`config.mk`:
```
export PLATFORM = sky130hd
export DESIGN_NAME = serial_cmp_ctrl_flat
export DESIGN_NICKNAME = d
export VERILOG_FILES = /design/src/rtl/serial_cmp_ctrl_if.sv /design/src/rtl/serial_cmp_ctrl.sv /design/src/flat_wrapper.sv
export SDC_FILE = /design/constraint.sdc
export NUM_CORES = 1
export LEC_CHECK = 0
export ABC_AREA = 0
export CAP_MARGIN = 30
export CORE_MARGIN = 8
export CORE_UTILIZATION = 30
export CTS_CLUSTER_SIZE = 20
export DETAILED_ROUTE_END_ITERATION = 7
export HOLD_SLACK_MARGIN = 0.05
export PLACE_DENSITY = 0.52
export SLEW_MARGIN = 10
export SYNTH_ARGS = -nofsm -noshare
export SYNTH_HDL_FRONTEND = slang
export SYNTH_SLANG_ARGS = --single-unit
```
`constraint.sdc`:
```
create_clock -name clk -period 1.35 [get_ports clk]
set_input_delay 0.27 -clock clk [delete_from_list [all_inputs] [get_ports clk]]
set_output_delay 0.27 -clock clk [all_outputs]
set_load 0.05 [all_outputs]
```
`src/rtl/serial_cmp_ctrl_if.sv`:
```
//------------------------------------------------------------------------------
// Module      : serial_cmp_ctrl_if
// Description : Operand/result bundle of the bit-serial comparator controller.
// Revision    : 1.0 - initial release
//------------------------------------------------------------------------------
`default_nettype none

interface serial_cmp_ctrl_if #(
    parameter int WIDTH = 8
);
    logic             start;
    logic [WIDTH-1:0] A_in;
    logic [WIDTH-1:0] B_in;
    logic             busy;
    logic             done;
    logic             res_valid;
    logic             res_le;
    logic             res_gt;
    logic             res_eq;

    modport master (
        output start, A_in, B_in,
        input  busy, done, res_valid, res_le, res_gt, res_eq
    );

    modport slave (
        input  start, A_in, B_in,
        output busy, done, res_valid, res_le, res_gt, res_eq
    );
endinterface

`default_nettype wire

```
`src/rtl/serial_cmp_ctrl.sv`:
```
//------------------------------------------------------------------------------
// Module      : serial_cmp_ctrl
// Description : Bit-serial LSB-first unsigned comparator (A<=B / A>B / A==B).
// Revision    : 1.0 - initial release
//------------------------------------------------------------------------------
`default_nettype none

module serial_cmp_ctrl #(
    parameter int WIDTH = 8
) (
    input  logic              clk,
    input  logic              reset,
    serial_cmp_ctrl_if.slave  cmp
);

    localparam int CNT_W = (WIDTH > 1) ? $clog2(WIDTH) : 1;
    localparam logic [CNT_W-1:0] c_last = CNT_W'(WIDTH - 1);

    typedef enum logic [1:0] {
        ST_IDLE = 2'd0,
        ST_RUN  = 2'd1,
        ST_DONE = 2'd2
    } state_t;

    state_t           r_state;
    state_t           w_state_next;

    logic [WIDTH-1:0] r_sh_a;
    logic [WIDTH-1:0] r_sh_b;
    logic [CNT_W-1:0] r_cnt;
    logic             r_p;
    logic             r_e;
    logic             r_res_valid;
    logic             r_res_le;
    logic             r_res_eq;

    logic             w_capture;
    logic             w_step;
    logic             w_last;
    logic             w_busy;
    logic             w_done;
    logic             w_ai;
    logic             w_bi;
    logic             w_p_next;
    logic             w_e_next;

    always_ff @(posedge clk) begin
        if (reset) begin
            r_state <= ST_IDLE;
        end else begin
            r_state <= w_state_next;
        end
    end

    always_comb begin
        w_state_next = r_state;
        w_capture    = 1'b0;
        w_step       = 1'b0;
        w_last       = 1'b0;
        w_busy       = 1'b0;
        w_done       = 1'b0;
        case (r_state)
            ST_IDLE: begin
                if (cmp.start) begin
                    w_capture    = 1'b1;
                    w_state_next = ST_RUN;
                end
            end
            ST_RUN: begin
                w_busy = 1'b1;
                w_step = 1'b1;
                if (r_cnt == c_last) begin
                    w_last       = 1'b1;
                    w_state_next = ST_DONE;
                end
            end
            ST_DONE: begin
                w_busy       = 1'b1;
                w_done       = 1'b1;
                w_state_next = ST_IDLE;
            end
            default: begin
                w_state_next = ST_IDLE;
            end
        endcase
    end

    // Cell recurrence: a higher differing bit always overrides the carried state.
    assign w_ai     = r_sh_a[0];
    assign w_bi     = r_sh_b[0];
    assign w_p_next = r_p ? (w_ai <= w_bi) : (w_ai < w_bi);
    assign w_e_next = r_e & ~(w_ai ^ w_bi);

    always_ff @(posedge clk) begin
        if (reset) begin
            r_sh_a      <= '0;
            r_sh_b      <= '0;
            r_cnt       <= '0;
            r_p         <= 1'b1;
            r_e         <= 1'b1;
            r_res_valid <= 1'b0;
            r_res_le    <= 1'b0;
            r_res_eq    <= 1'b0;
        end else if (w_capture) begin
            r_sh_a      <= cmp.A_in;
            r_sh_b      <= cmp.B_in;
            r_cnt       <= '0;
            r_p         <= 1'b1;
            r_e         <= 1'b1;
            r_res_valid <= 1'b0;
        end else if (w_step) begin
            r_sh_a <= r_sh_a >> 1;
            r_sh_b <= r_sh_b >> 1;
            r_cnt  <= r_cnt + CNT_W'(1);
            r_p    <= w_p_next;
            r_e    <= w_e_next;
            if (w_last) begin
                r_res_valid <= 1'b1;
                r_res_le    <= w_p_next;
                r_res_eq    <= w_e_next;
            end
        end
    end

    assign cmp.busy      = w_busy;
    assign cmp.done      = w_done;
    assign cmp.res_valid = r_res_valid;
    assign cmp.res_le    = r_res_le;
    // Forced low while invalid so a stale result never reads as A>B.
    assign cmp.res_gt    = r_res_valid & ~r_res_le;
    assign cmp.res_eq    = r_res_eq;

endmodule

`default_nettype wire

```
`src/flat_wrapper.sv`:
```
// flat-port wrapper written by rule: the top's interface ports become plain ports
module serial_cmp_ctrl_flat 
#(
    parameter int WIDTH = 8
)
  (clk, reset, cmp_start, cmp_A_in, cmp_B_in, cmp_busy, cmp_done, cmp_res_valid, cmp_res_le, cmp_res_gt, cmp_res_eq);
  serial_cmp_ctrl_if #(.WIDTH(WIDTH)) cmp_i ();
  input  logic clk;
  input  logic reset;
  input wire logic [$bits(cmp_i.start)-1:0] cmp_start;
  input wire logic [$bits(cmp_i.A_in)-1:0] cmp_A_in;
  input wire logic [$bits(cmp_i.B_in)-1:0] cmp_B_in;
  output wire logic [$bits(cmp_i.busy)-1:0] cmp_busy;
  output wire logic [$bits(cmp_i.done)-1:0] cmp_done;
  output wire logic [$bits(cmp_i.res_valid)-1:0] cmp_res_valid;
  output wire logic [$bits(cmp_i.res_le)-1:0] cmp_res_le;
  output wire logic [$bits(cmp_i.res_gt)-1:0] cmp_res_gt;
  output wire logic [$bits(cmp_i.res_eq)-1:0] cmp_res_eq;
  assign cmp_i.start = cmp_start;
  assign cmp_i.A_in = cmp_A_in;
  assign cmp_i.B_in = cmp_B_in;
  assign cmp_busy = cmp_i.busy;
  assign cmp_done = cmp_i.done;
  assign cmp_res_valid = cmp_i.res_valid;
  assign cmp_res_le = cmp_i.res_le;
  assign cmp_res_gt = cmp_i.res_gt;
  assign cmp_res_eq = cmp_i.res_eq;
  serial_cmp_ctrl #(.WIDTH(WIDTH)) u_core (.clk(clk), .reset(reset), .cmp(cmp_i));
endmodule
```
# Word level (Yosys, flattened, before mapping)

Cells that the tools add are included.

Equal/unequal tests: 5
Mux-type cells: 15
$lt $le $gt $ge: 2
Reduce and logical (&&, ||, !) cells: 7
Bitwise operators: 6
Add/sub/neg operators: 1

Operators by type and width:

| cell                | number |
|---|---|
| $mux 8              | 4 |
| $mux 1              | 8 |
| $mux 2              | 2 |
| $pmux 2 s2          | 1 |
| $reduce_and 2->1    | 2 |
| $reduce_or 2->1     | 2 |
| $add 3x1->3 const B | 1 |
| $eq 3x3->1 const B  | 1 |
| $not 1->1           | 3 |
| $reduce_and 3->1    | 1 |
| $and 1x1->1         | 2 |
| $eq 2x1->1 const B  | 1 |
| $eq 2x2->1 const B  | 1 |
| $logic_not 2->1     | 1 |
| $ne 2x1->1 const B  | 1 |
| $ne 2x2->1 const B  | 1 |
| $reduce_bool 2->1   | 1 |
| $le 1x1->1          | 1 |
| $lt 1x1->1          | 1 |
| $xor 1x1->1         | 1 |

Word-level logic and storage cells: 45
Output and inout bits: 6
Input bits: 19
Register bits: 26

# Logic depth before layout (Yosys ltp)

Gate-level depths: netlist of the first run.

Depth after elaboration: 4
Depth in mapped cells: 7
Gate-level depth less buffers: 5

# Worst setup path after synthesis of the first run

Ideal clock, no wire load.

Path kind: reg2out
Start: register u_core.r_res_valid (netlist: u_core.cmp.res_valid)
End: output port cmp_res_gt
Arrival: 1.410 ns
Required time: 1.080 ns
Path buffers: 0
Slack: -0.330 ns
Stages on the path, launching flop included: 2
Path through: dfxtp_1 -> nor2b_1

Longest elaborated chain between the ends: 1

RTL lines:

| element                | line                   | text |
|---|---|---|
| from (decl)            | serial_cmp_ctrl.sv:33  | `logic r_res_valid;` |
| from (signal assigned) | serial_cmp_ctrl.sv:101 | `r_res_valid <= 1'b0;` |
| from (signal assigned) | serial_cmp_ctrl.sv:110 | `r_res_valid <= 1'b0;` |
| from (signal assigned) | serial_cmp_ctrl.sv:118 | `r_res_valid <= 1'b1;` |
| $and 1x1->1            | serial_cmp_ctrl.sv:130 | `assign cmp.res_gt = r_res_valid & ~r_res_le;` |
| to (decl)              | flat_wrapper.sv:17     | `output wire logic [$bits(cmp_i.res_gt)-1:0] cmp_res_gt;` |

No other way between the ends.

# Worst setup path after layout of the first run

Start: register u_core.r_state[0]
End: output port cmp_done

Longest elaborated chain between the ends: 2

RTL lines:

| element                | line                  | text |
|---|---|---|
| from (decl)            | serial_cmp_ctrl.sv:25 | `state_t r_state;` |
| from (signal assigned) | serial_cmp_ctrl.sv:51 | `r_state <= w_state_next;` |
| $eq 2x2->1             | serial_cmp_ctrl.sv:62 | `case (r_state)` |
| $mux 1                 | serial_cmp_ctrl.sv:62 |  |
| to (decl)              | flat_wrapper.sv:14    | `output wire logic [$bits(cmp_i.done)-1:0] cmp_done;` |

No other way between the ends.

==> flow_summary.yaml, run 1 <==
status:
  run_status: "complete, but fails checks"
  violations: "negative setup slack"
synthesis:
  synth_cell_type_count: 26
  synth_top_family_by_area: "simple AND/OR/NAND/NOR gates"
  synth_nets: 160
  synth_area_per_cell_um2: 9.45
  synth_cells: 132
  synth-xor-area-share_pct: 0.702
  synth-seq-cells: 26
  yosys.area_share.simple_pct: 15.0
  ys_seq_area_share_pct: 41.7
  synth_compound_area_share_pct: 14.4
  synthAdderAreaFrac_pct: 9.03
  synth_mux_area_share_pct: 12.8
  yosys_warnings: 0
  synth_area_um2: 1250
setup_path:
  arrival_ns: 1.10
  critical_path.startpoint: "u_core.r_state[0]"
  critPathRequiredTime_ns: 1.08
  start_kind: "register"
  rr_worst_depth: 5
  crit_fanout: 4
  r2r_setup_slack_ns: -0.01
  r2r-start: "u_core.r_state[0]"
  worst-setup-path-type: "register to primary output"
  cp-end-kind: "primary output"
drt:
  ant_nets: 0
  wl_um: 2930
  dr.pass1.iters: 4
  wl_per_cell_um: 13.3
  vias: 1041
  vias_per_cell: 4.73
  drt_iter0_markers: 40
  drc: 0
die:
  initial_core_util_pct: 31.2
  rows: 23
  die_area_um2: 6480
  coreArea_um2: 4000
  die_width_um: 80.5
  die_h_um: 80.5
  io_pins: 25
power_and_ir_drop:
  p_per_area_nw_per_um2: 1840
  ir_drop_uv: 1010
  p_leak_nw: 0.717
  power.total_mw: 3.47
global_route:
  grt_pass1_wl_um: 4930
  grt_pass1_vias: 1062
  grt_max_degree: 31
  antenna_found_initial: 0
  grt_usage_pct: 9.46
  overflow: 0
sta:
  max_slew_margin_pct: 81.7
  setup-violations-final: 3
  clock.fmax_mhz: 730
  clock_skew_ns: 0.00169
  maxSlewViolCount: 0
  fin_crit_sh_pct: 101
  worstMarginPinSlew_ns: 0.273
  finalHoldViolations: 0
  timing.hold.ws_ns: 0.474
  finalWorstSetupSlack_ns: -0.0194
  rsz0062_at_grt: "yes"
  fin_crit_ns: 1.37
final_layout:
  diodes: 0
  final_common_cell: "dfxtp_1"
  fin_nets: 199
  stdcell_area_um2: 1880
  areaGrowthSynthToFinish_pct: 50.9
  mostFrequentLayoutCells: "22 x dfxtp_1, 19 x nor2_1, 18 x clkdlybuf4s50_1"
  fillers: 367
  drive_gt1_share_pct: 28.2
  fin_cells: 220
flow_run:
  maxCapViolCount: 0
clock_tree:
  cts_tree: "done"
  cts_made_buffers: 3
  htree_levels: 1
  cts_num_sinks: 26
  clockBufferDepth: 2
  clkTransAtPathRegs_ns: 0.09
  insertion_delay_ns: 0.27
  cts_root_buf: "clkbuf_8"
  post_cts_hold_buffer_count: 0
min_path:
  hold_depth: 2
  hp-class: "register to register"
  hold_start: "u_core.r_e"
placement:
  place_inst: 213
  gp_congestion: 0.726
  port_buffers: 24
  dpl_cell_area_um2: 1690
  dp_hpwl_um: 2130
==> registers in the layout, summed over array words and instances, names as in the netlist <==
register and count:
u_core.r_state 2, u_core.r_cnt 3, u_core.r_e 1, u_core.r_sh_a 8, u_core.cmp.res_le 1, u_core.cmp.res_valid 1
u_core.r_p 1, u_core.cmp.res_eq 1, u_core.r_sh_b 8
==> path summary, 6_finish.rpt <==
kind,endpoint
min reg2reg,u_core.r_e
min,u_core.r_e
max,cmp_done
max reg2reg,u_core.r_state[1]
==> synth_stat cells <==
cell	n	area [µm²]
xnor2_1	1	8.76
a31oi_1	1	6.26
nor2_1	19	71.3
dfxtp_1	26	521
buf_1	1	3.75
and2_1	1	6.26
buf_2	2	10.0
o21ai_0	5	25.0
nand2_1	6	22.5
nor2b_1	2	12.5
or3b_1	2	17.5
ha_1	9	113
buf_6	3	33.8
clkbuf_1	2	7.51
nor2b_4	1	13.8
a21oi_1	7	35.0
inv_1	6	22.5
a2111oi_0	1	8.76
a211oi_1	14	105
nand2b_1	1	6.26
and3_1	1	6.26
nor3_1	1	5.00
nand3_1	2	10.0
or3_1	1	6.26
mux2i_1	16	160
and2b_4	1	10.0
==> stage by stage <==
step                worst slack, ns  setup TNS, ns  util [%]
finish                      -0.0194        -0.0329      47.0
global route                -0.0623         -0.262      47.0
CTS                         -0.0254        -0.0379      45.5
detailed placement           -0.198          -1.75      42.3
global placement             -0.155          -1.40      42.3
floorplan                   0.00839              0         -
==> layout make-up <==
cell class / count / area (µm²) / share of cell area (%)
inverter: 6 / 25.0 / 1.33
tap: 50 / 62.6 / 3.32
clock buffer: 4 / 55.1 / 2.93
sequential: 26 / 528 / 28.1
timing repair buffer: 42 / 477 / 25.3
multi-input combinational: 92 / 734 / 39.0
==> logic make-up after synthesis <==
group / count (synthesis)
buffers and inverters: 14
multiplexers: 16
XOR/XNOR: 1
AO/OA/AOI/OAI: 28
adder cells (fa/ha/maj): 9
AND/OR/NAND/NOR: 38
flip-flops: 26
==> critical path, cell delays in order (launching register included) <==
cell and delay (ns):
dfxtp_4 0.39, inv_4 0.04, buf_6 0.11, ha_4 0.15
buf_12 0.14
==> layer usage <==
layer | share of wire (%) | global-route usage (%) | wire [µm]
met3 | 3.7 | 2.34 | 108
met1 | 47 | 11.9 | 1370
met2 | 48 | 14.9 | 1410
met4 | 1.3 | 3.82 | 38
met5 | 0 | 0 | 0
==> where the power goes <==
group          internal [mW]  switching, mW  total (mW)
clock                  0.261          0.237       0.498
sequential             0.975          0.131        1.11
combinational           1.01          0.858        1.86
total                   2.24           1.23        3.47
==> repair_timing <==
| action | CTS | global route |
|---|---|---|
| pin swaps | 2 | 5 |
| buffers inserted | 2 | 0 |
| resized for setup | 14 | 11 |
| cloned | 0 | 1 |
| endpoints found under the setup margin | 23 | 19 |
Power figures use the tool's default switching activity.
==> run 2: changes to the inputs <==
--- a/config.mk
+++ b/config.mk
@@ -13,7 +13,7 @@
 export DETAILED_ROUTE_END_ITERATION = 7
 export HOLD_SLACK_MARGIN = 0.05
 export PLACE_DENSITY = 0.52
-export SLEW_MARGIN = 10
+export SLEW_MARGIN = 0
 export SYNTH_ARGS = -nofsm -noshare
 export SYNTH_HDL_FRONTEND = slang
 export SYNTH_SLANG_ARGS = --single-unit
==> results of run 2 <==
No change in the layout: final DEF, timing and power equal those of run 1.
